File: src/rtl/rsa_job_ctrl.sv
// rtl/rsa_job_ctrl.sv - host job sequencer issuing per-block start pulses to the RSA engine
module rsa_job_ctrl #(
  parameter int          ADDR_W  = 32,
  parameter int          CNT_W   = 16,
  parameter int          TO_W    = 24,
  parameter logic [31:0] VERSION = 32'h5253_0001
) (
  input  logic              clk,
  input  logic              reset,
  input  logic [2:0]        avs_address,
  input  logic              avs_read,
  input  logic              avs_write,
  input  logic [31:0]       avs_writedata,
  output logic [31:0]       avs_readdata,
  output logic              avs_waitrequest,
  output logic              job_start,
  output logic [ADDR_W-1:0] job_addr,
  input  logic              job_done,
  output logic              irq
);

  typedef enum logic [1:0] {
    IDLE  = 2'd0,
    ISSUE = 2'd1,
    WAIT  = 2'd2
  } state_t;

  state_t state, state_nxt;

  logic              irq_en, done, err;
  logic [ADDR_W-1:0] base, stride, cur_addr;
  logic [CNT_W-1:0]  blk_cnt, done_cnt, remaining;
  logic [TO_W-1:0]   timeout, timer;

  logic wr_ctrl, wr_status, start_req, abort_req, start_go, done_set;
  logic blk_done, batch_end, expire;

  assign wr_ctrl   = avs_write && (avs_address == 3'd0);
  assign wr_status = avs_write && (avs_address == 3'd1);
  assign abort_req = wr_ctrl && avs_writedata[2];
  assign start_req = wr_ctrl && avs_writedata[0] && !avs_writedata[2];
  assign start_go  = (state == IDLE) && start_req;
  assign done_set  = batch_end || (start_go && (blk_cnt == '0));

  assign avs_waitrequest = 1'b0;
  assign job_start       = (state == ISSUE) && !abort_req;

  // A timer value of zero inside WAIT means the timeout was disabled at issue.
  always_comb begin
    state_nxt = state;
    blk_done  = 1'b0;
    batch_end = 1'b0;
    expire    = 1'b0;
    case (state)
      IDLE: begin
        if (start_go && (blk_cnt != '0)) state_nxt = ISSUE;
      end
      ISSUE: state_nxt = WAIT;
      WAIT: begin
        if (job_done) begin
          blk_done = 1'b1;
          if (remaining == CNT_W'(1)) begin
            batch_end = 1'b1;
            state_nxt = IDLE;
          end else begin
            state_nxt = ISSUE;
          end
        end else if (timer == TO_W'(1)) begin
          expire    = 1'b1;
          state_nxt = IDLE;
        end
      end
      default: state_nxt = IDLE;
    endcase
    if (abort_req) begin
      state_nxt = IDLE;
      blk_done  = 1'b0;
      batch_end = 1'b0;
      expire    = 1'b0;
    end
  end

  always_ff @(posedge clk or negedge reset) begin
    if (!reset) state <= IDLE;
    else        state <= state_nxt;
  end

  always_ff @(posedge clk or negedge reset) begin
    if (!reset) begin
      irq_en  <= 1'b0;
      base    <= '0;
      blk_cnt <= '0;
      stride  <= ADDR_W'(32);
      timeout <= '0;
    end else if (avs_write) begin
      case (avs_address)
        3'd0:    irq_en  <= avs_writedata[1];
        3'd2:    base    <= avs_writedata[ADDR_W-1:0];
        3'd3:    blk_cnt <= avs_writedata[CNT_W-1:0];
        3'd4:    stride  <= avs_writedata[ADDR_W-1:0];
        3'd6:    timeout <= avs_writedata[TO_W-1:0];
        default: ;
      endcase
    end
  end

  always_ff @(posedge clk or negedge reset) begin
    if (!reset) begin
      cur_addr  <= '0;
      remaining <= '0;
      done_cnt  <= '0;
      timer     <= '0;
      job_addr  <= '0;
    end else begin
      if (start_go) begin
        cur_addr  <= base;
        remaining <= blk_cnt;
        done_cnt  <= '0;
      end else if (blk_done) begin
        cur_addr  <= cur_addr + stride;
        remaining <= remaining - CNT_W'(1);
        done_cnt  <= done_cnt + CNT_W'(1);
      end
      if (state_nxt == ISSUE) job_addr <= (state == IDLE) ? base : cur_addr + stride;
      if (state == ISSUE)                         timer <= timeout;
      else if ((state == WAIT) && (timer != '0))  timer <= timer - TO_W'(1);
    end
  end

  // Hardware set has priority over a same-cycle W1C.
  always_ff @(posedge clk or negedge reset) begin
    if (!reset) begin
      done <= 1'b0;
      err  <= 1'b0;
      irq  <= 1'b0;
    end else begin
      if (done_set)                                          done <= 1'b1;
      else if (start_go || (wr_status && avs_writedata[1]))  done <= 1'b0;
      if (expire)                                            err  <= 1'b1;
      else if (start_go || (wr_status && avs_writedata[2]))  err  <= 1'b0;
      irq <= irq_en && (done || err);
    end
  end

  always_comb begin
    avs_readdata = '0;
    if (avs_read && reset) begin
      case (avs_address)
        3'd0:    avs_readdata = {30'b0, irq_en, 1'b0};
        3'd1:    avs_readdata = {29'b0, err, done, state != IDLE};
        3'd2:    avs_readdata = 32'(base);
        3'd3:    avs_readdata = 32'(blk_cnt);
        3'd4:    avs_readdata = 32'(stride);
        3'd5:    avs_readdata = 32'(done_cnt);
        3'd6:    avs_readdata = 32'(timeout);
        default: avs_readdata = VERSION;
      endcase
    end
  end

endmodule
File: config.mk
export PLATFORM = sky130hd
export DESIGN_NAME = rsa_job_ctrl
export DESIGN_NICKNAME = d
export VERILOG_FILES = /design/src/rtl/rsa_job_ctrl.sv
export SDC_FILE = /design/constraint.sdc
export NUM_CORES = 1
export LEC_CHECK = 0
export CAP_MARGIN = 20
export CORE_ASPECT_RATIO = 1.4
export CORE_MARGIN = 2
export CORE_UTILIZATION = 30
export DETAILED_ROUTE_END_ITERATION = 12
export GPL_ROUTABILITY_DRIVEN = 1
export PLACE_DENSITY = 0.46
export SLEW_MARGIN = 10
export SYNTH_ARGS = -nofsm -noshare
export SYNTH_HDL_FRONTEND = slang
export SYNTH_SLANG_ARGS = --single-unit
File: constraint.sdc
create_clock -name clk -period 8 [get_ports clk]
set_input_delay 1.6 -clock clk [delete_from_list [all_inputs] [get_ports clk]]
set_output_delay 1.6 -clock clk [all_outputs]
set_load 0.02 [all_outputs]
==> summary.md, run 1 <==
| Metric | Value |
|---|---|
| DR DRC count | `0` |
| Overflow left after global routing | `0` |
| Net count of the finished layout | `1428` |
| Pin count of the biggest net entering global routing | `66` |
| Internal power | `3.29 mW` |
| Net switching component of the power | `2.12 mW` |
| DP Cell Count | `1866` |
| Synthesized area | `12700 um2` |
| Reg2reg end | `job_addr[16]` |
| Power Density | `353 nW/um2` |
| Kind of cell with the highest combined delay on the critical path | `buffers and inverters` |
| Post-synthesis async set-or-reset flop share | `100%` |
| Top layer in use | `met4` |
| Clock sink total | `230` |
| Instance count along the most critical hold path | `2` |
| Initial antenna violation count | `0` |
| Synth area leaders | `dfrtp_1 45%, mux2_2 11%, nand2_1 3.8%, ha_1 3.6%, nor2_1 3.3%` |
| Library cells used by synthesis | `72` |
| WL met2 | `23400 um` |
| Clock group share of total power | `25.7%` |
| Max stage delay cell, worst path | `clkdlybuf4s50_1` |
| Register clock-pin slew on the reported worst setup and hold paths | `0.06 ns` |
| Transition time at the pin with the least slew margin | `0.998 ns` |
| Initial DRC Count | `699` |
| CP peak stage delay | `0.92 ns` |
| Critical path type | `in -> out` |
| Number of routed nets with antenna violations | `0` |
| Library cell used as clock root buffer | `clkbuf_16` |
| Non-filler instance count after layout | `1918` |
| FF+latch count, synth | `230` |
| Post-cts hold buffer count | `0` |
| Syn_nets | `1354` |
| First-pass GRT wire length | `69400 um` |
| Number of enable-type register cells in the synthesized netlist | `0` |
| Worst r2r path cells | `10` |
| Fraction of synthesized cell area taken by the top area cell type | `45.0%` |
| H-tree depth reported by CTS | `1` |
| Sequential element share of the synthesized area | `45.2%` |
| Final number of max-transition violations | `0` |
| List of most frequent post-synthesis cells | `229 x dfrtp_1, 130 x nand2_1, 124 x mux2_2` |
| Final Hold Slack | `0.484 ns` |
| Ys Warns | `0` |
| Crit path launch type | `primary input` |
| Share of the clock period used by the worst path after layout | `80.0%` |
| Standby leakage power | `6.28 nW` |
| Fraction of final layout cells sized beyond drive strength 1 | `15.8%` |
| Peak clock frequency supported by timing | `0.156 GHz` |
| Number of max-capacitance violations reported | `0` |
| Worst slew margin relative to its limit | `33.2%` |
| Num rows | `89` |
| Type of the most critical hold path | `reg -> reg` |
| RR Startpoint | `stride[0]` |
| Run status | `complete, no violations` |
| Global router's overall resource usage | `21.1%` |
| Slack of the worst reg-to-reg path | `4.36 ns` |
| Die outline width | `178 um` |
| Combinational share of power | `38.1%` |
| Maximum buffer depth of the clock tree | `3` |
| Top cell type by total area after synthesis | `dfrtp_1` |
| First drt pass iteration count | `7` |
| Worst vdd ir | `0.160 mV` |
| Area of the core region | `42000 um2` |
| WL met1 | `18400 um` |
| Mean instance size in the synthesized netlist | `9.98 um2` |
| Total wire length | `46100 um` |
| RSZ-0062 raised after global routing | `false` |
| Number of global-route vias before repair | `10700` |
| Worst Hold Endpoint | `cur_addr[0]` |
| Total number of vias | `10500` |
| Wire length per cell | `24.0 um` |
| Post-CTS repair timing setup buffer count | `0` |
| Chain of cells forming the critical path | `clkdlybuf4s50_1 -> nor2_1 -> and2_1 -> a222oi_1 -> nor2_1 -> clkdlybuf4s50_1` |
| Switching Fraction | `39.1%` |
| Clock network latency to the later pin of the worst-skew pair | `0.56 ns` |
| Layout overhead on the synthesized area | `20.3%` |
| Most common flop cell mapped by yosys | `dfrtp_1` |
| Final setup violation count | `0` |
| Setup tns final | `0 ns` |
| Share of total power in sequential cells | `36.3%` |
| Origin of the worst min-delay path | `cur_addr[0]` |
| Final estimated routing congestion in global placement | `0.844` |
| Post-route core utilization | `36.5%` |
| Worst path required time | `6.40 ns` |
| CTS buffer count | `28` |
| Arrival time at the worst endpoint | `4.80 ns` |
| Routed length on met3 | `1830 um` |
| Worst clock skew | `0.0119 ns` |
| Die outline height | `248 um` |
| Initial core utilization | `30.3%` |
| Most frequent cell after synthesis | `dfrtp_1` |
| HPWL after detailed placement | `33500 um` |
| Capturing element type of the critical path | `output pin` |
| Via-per-instance ratio | `5.49` |
| Post-CTS sizing | `0` |
| Cell count after synthesis | `1276` |
| Minimum clock period after layout | `6.40 ns` |
| Clock tree from TritonCTS | `built` |
| Highest net fanout along the worst path | `20` |
| Number of buffers and inverters on the critical path | `2` |
| Number of top-level design ports | `107` |
| Number of diodes added for antenna fixing | `0` |
| Port-buffer cells | `105` |
| Number of hold-slack violations in the final timing report | `0` |
| Die area | `44100 um2` |
-- metrics by stage --
stage | power (mW) | cell area (um2) | setup slack (ns)
2_1_floorplan | 3.24 | 12700 | 3.25
3_3_place_gp | 4.01 | 14300 | 1.75
3_5_place_dp | 4.03 | 14300 | 1.67
4_1_cts | 5.45 | 15300 | 1.67
5_1_grt | 5.78 | 15300 | 1.46
6_report | 5.41 | 15300 | 1.60
-- power by group through the flow --
stage / sequential [mW] / clock [mW] / combinational, mW
floorplan: 1.87 / 0 / 1.37
global placement: 1.97 / 0 / 2.04
detailed placement: 1.97 / 0 / 2.06
CTS: 1.96 / 1.42 / 2.08
global route: 2.00 / 1.47 / 2.30
finish: 1.96 / 1.39 / 2.06
-- cells in the final DEF (no fill, tap or decap), types with 6 or more instances in the layout --
| cell type | n |
|---|---|
| a211oi_1 | 10 |
| a21o_1 | 9 |
| a21oi_1 | 61 |
| a221o_1 | 8 |
| a222oi_1 | 13 |
| a22o_1 | 15 |
| a22oi_1 | 49 |
| a31oi_1 | 7 |
| and2_1 | 11 |
| and3_1 | 8 |
| buf_4 | 17 |
| clkbuf_1 | 6 |
| clkbuf_16 | 29 |
| clkbuf_8 | 8 |
| clkdlybuf4s50_1 | 103 |
| dfrtp_1 | 229 |
| ha_1 | 37 |
| inv_1 | 11 |
| mux2_2 | 124 |
| mux2i_1 | 6 |
| nand2_1 | 130 |
| nand2b_1 | 6 |
| nand3_1 | 33 |
| nand4_1 | 11 |
| nor2_1 | 109 |
| nor2b_1 | 11 |
| nor3_1 | 17 |
| nor4_1 | 12 |
| o211ai_1 | 21 |
| o21a_1 | 7 |
| o21ai_0 | 77 |
| o311ai_0 | 16 |
| or3_1 | 14 |
| xnor2_1 | 25 |
| xor2_1 | 24 |
-- logic make-up after synthesis --
family / after synthesis / synth area share [%]
AO/OA/AOI/OAI: 342 / 18.5
multiplexers: 130 / 11.4
flip-flops: 230 / 45.2
buffers and inverters: 90 / 2.78
adder cells (fa/ha/maj): 38 / 3.79
XOR/XNOR: 49 / 3.37
AND/OR/NAND/NOR: 396 / 14.9
other: 1 / 0.0294
-- worst register-to-register path, stage by stage (launching register included) --
cell and delay, ns:
dfrtp_1 0.41, ha_1 0.25, fa_1 0.43, a211oi_1 0.29, o21bai_1 0.19, a21oi_1 0.31, o211ai_1 0.21, a21boi_0 0.72
xor2_1 0.16, o21ai_0 0.42, o21a_1 0.19
-- sequential cells by signal, indices dropped and copies added (netlist names), 24 cells and up --
| register | cells |
|---|---|
| stride | 32 |
| cur_addr | 32 |
| base | 32 |
| timer | 24 |
| job_addr | 32 |
| timeout | 24 |
-- worst max-delay path by stage --
stage,from,end,cells after the start,slack [ns]
floorplan,avs_address[0],avs_readdata[2],6,3.25
global placement,avs_address[0],avs_readdata[4],6,1.75
detailed placement,avs_address[0],avs_readdata[3],6,1.67
CTS,avs_address[0],avs_readdata[3],6,1.67
global route,avs_address[0],avs_readdata[3],6,1.46
finish,avs_address[0],avs_readdata[3],6,1.60
-- cell type report --
class | instances | area (um2)
multi-input combinational | 956 | 6650
clock inverter | 9 | 150
tap | 546 | 683
sequential | 230 | 5760
clock buffer | 43 | 858
inverter | 12 | 45.0
fill | 4268 | 26700
timing repair buffer | 122 | 1180
-- routing by layer --
metal / GRT usage, % / up-vias
met3: 2.47 / 83
met5: 0 / -
met4: 10.7 / 0
li1: - / 4888
met1: 25.5 / 5302
met2: 37.0 / 266
Note: power is estimated with default switching activity, not from simulation.
==> run 2, diff against run 1 <==
==> constraint.sdc (replaced) <==
create_clock -name clk -period 6.6 [get_ports clk]
set_input_delay 1.32 -clock clk [delete_from_list [all_inputs] [get_ports clk]]
set_output_delay 1.32 -clock clk [all_outputs]
set_load 0.02 [all_outputs]
==> run 2 against run 1 <==
Worst setup slack worse by 0.35 ns. Final area down 0.80%. Count of clock-buffer cells in the layout down 4. Combinational power up 21%. Sequential power up 21%. Utilization down 0.29 points. Register-to-register slack worse by 1.4 ns. Largest cell class unchanged.
==> summary.md, run 2 (same netlist as run 1, synthesis figures left out) <==
| Metric | Value |
|---|---|
| Chain of cells forming the critical path | `clkdlybuf4s50_1 -> buf_4 -> nor2_1 -> and2_1 -> a222oi_1 -> nor2_1 -> clkdlybuf4s50_1` |
| Clock sink total | `230` |
| Initial DRC Count | `691` |
| Net count of the finished layout | `1431` |
| Register clock-pin slew on the reported worst setup and hold paths | `0.06 ns` |
| Standby leakage power | `6.23 nW` |
| Worst vdd ir | `0.201 mV` |
| Max stage delay cell, worst path | `and2_1` |
| Clock tree from TritonCTS | `built` |
| Overflow left after global routing | `0` |
| Worst setup path endpoint | `avs_readdata[5]` |
| Combinational share of power | `39.3%` |
| Worst clock skew | `0.0116 ns` |
| Die area | `44100 um2` |
| Library cell used as clock root buffer | `clkbuf_16` |
| Number of buffers and inverters on the critical path | `3` |
| Final number of max-transition violations | `0` |
| Cell count along the critical path | `7` |
| Peak clock frequency supported by timing | `0.187 GHz` |
| Most common cell after layout, fill and taps aside | `dfrtp_1` |
| Top library cells by usage in the layout, fill and taps aside | `229 x dfrtp_1, 130 x nand2_1, 124 x mux2_2` |
| Initial core utilization | `30.3%` |
| Die outline width | `178 um` |
| Die outline height | `248 um` |
| Post-CTS sizing | `0` |
| Switching Fraction | `39.9%` |
| Number of diodes added for antenna fixing | `0` |
| Initial antenna violation count | `1` |
| Capturing element type of the critical path | `output pin` |
| Num rows | `89` |
| CP peak stage delay | `0.64 ns` |
| Internal power | `3.81 mW` |
| Setup tns final | `0 ns` |
| Crit path launch type | `primary input` |
| Port-buffer cells | `105` |
| RR Startpoint | `stride[0]` |
| Final setup violation count | `0` |
| Global router's overall resource usage | `20.8%` |
| Transition time at the pin with the least slew margin | `0.987 ns` |
| Type of the most critical hold path | `reg -> reg` |
| Post-cts hold buffer count | `0` |
| Clock network latency to the later pin of the worst-skew pair | `0.54 ns` |
| Reg2reg end | `job_addr[20]` |
| Layout overhead on the synthesized area | `19.3%` |
| Total wire length | `45300 um` |
| Final Hold Slack | `0.480 ns` |
| First-pass GRT wire length | `68500 um` |
| Number of top-level design ports | `107` |
| Number of hold-slack violations in the final timing report | `0` |
| Number of max-capacitance violations reported | `0` |
| Clock group share of total power | `23.2%` |
| Worst slew margin relative to its limit | `33.6%` |
| Post-CTS repair timing setup buffer count | `0` |
| Worst path required time | `5.28 ns` |
| Pin count of the biggest net entering global routing | `123` |
| HPWL after detailed placement | `33000 um` |
| Net switching component of the power | `2.53 mW` |
| Share of total power in sequential cells | `37.5%` |
| Final estimated routing congestion in global placement | `0.836` |
| RSZ-0062 raised after global routing | `false` |
| Kind of cell with the highest combined delay on the critical path | `buffers and inverters` |
| Run status | `complete, no violations` |
| Maximum buffer depth of the clock tree | `3` |
| Minimum clock period after layout | `5.35 ns` |
| Number of global-route vias before repair | `10800` |
| Fraction of final layout cells sized beyond drive strength 1 | `15.5%` |
| H-tree depth reported by CTS | `1` |
| Arrival time at the worst endpoint | `4.03 ns` |
| Total number of vias | `10500` |
| DR DRC count | `0` |
| Origin of the worst min-delay path | `cur_addr[0]` |
| Wire length per cell | `23.6 um` |
| First drt pass iteration count | `5` |
| Critical path type | `in -> out` |
| Number of routed nets with antenna violations | `0` |
| Area of the core region | `42000 um2` |
| Via-per-instance ratio | `5.50` |
| Share of the clock period used by the worst path after layout | `81.1%` |
| Worst r2r path cells | `10` |
| Highest net fanout along the worst path | `22` |
| CTS buffer count | `26` |
| Power Density | `417 nW/um2` |
| Slack of the worst reg-to-reg path | `2.97 ns` |
| CP Launch Point | `avs_address[0]` |
[run 2: cell count changes in the layout (fill, tap and decap cells not counted)]
cell       before  now
buf_4          17   21
bufinv_16       4    2
clkinv_2        3    4
buf_12          0    1
clkbuf_8        8    3
clkbuf_1        6    9
nand3_1        33   35
nand3_2         4    2
clkbuf_16      29   27
[run 2: metrics by stage]
stage / area [um2] / worst slack (ns) / utilization [%] / std cells / power (mW)
2_1_floorplan: 12700 / 2.41 / - / 1276 / 3.93
3_3_place_gp: 14400 / 1.27 / 34.2 / 1871 / 4.86
3_5_place_dp: 14400 / 1.23 / 34.2 / 1871 / 4.88
4_1_cts: 15200 / 1.22 / 36.2 / 1918 / 6.39
5_1_grt: 15200 / 1.06 / 36.2 / 1918 / 6.78
6_report: 15200 / 1.25 / 36.2 / 1918 / 6.33
[run 2: cell type report]
class,instances,area [um2]
multi-input combinational,956,6640
inverter,12,45.0
tap,546,683
timing repair buffer,127,1230
sequential,230,5760
clock inverter,8,95.1
fill,4199,26800
clock buffer,39,751
[run 2: layer usage]
| layer | GRT usage, % | share of wire, % | up-vias |
|---|---|---|---|
| li1 | - | - | 4886 |
| met1 | 25.4 | 41 | 5311 |
| met5 | 0 | 0.029 | - |
| met2 | 36.1 | 50 | 258 |
| met4 | 9.91 | 5.1 | 2 |
| met3 | 2.50 | 3.7 | 85 |
[run 2: power groups by stage]
stage	clock network (mW)	logic, mW	registers [mW]
after detailed placement	0	2.49	2.39
after global placement	0	2.48	2.39
after floorplan	0	1.66	2.27
final	1.47	2.49	2.37
after CTS	1.51	2.50	2.37
after global routing	1.58	2.77	2.43
[run 2: worst min path at each step]
stage | end | slack, ns | cells past startpoint
after floorplan | cur_addr[0] | 0.45 | 2
after CTS | cur_addr[0] | 0.48 | 2
after global placement | cur_addr[0] | 0.46 | 2
after global routing | cur_addr[0] | 0.51 | 2
after detailed placement | cur_addr[0] | 0.47 | 2
final | cur_addr[0] | 0.48 | 2
[run 2: worst register-to-register path, delay by kind of cell (launching register included)]
family                   cells  cell delay (ns)
flip-flops                   1             0.41
adder cells (fa/ha/maj)      2             0.67
AO/OA/AOI/OAI                6             2.04
AND/OR/NAND/NOR              1             0.22
multiplexers                 1             0.20
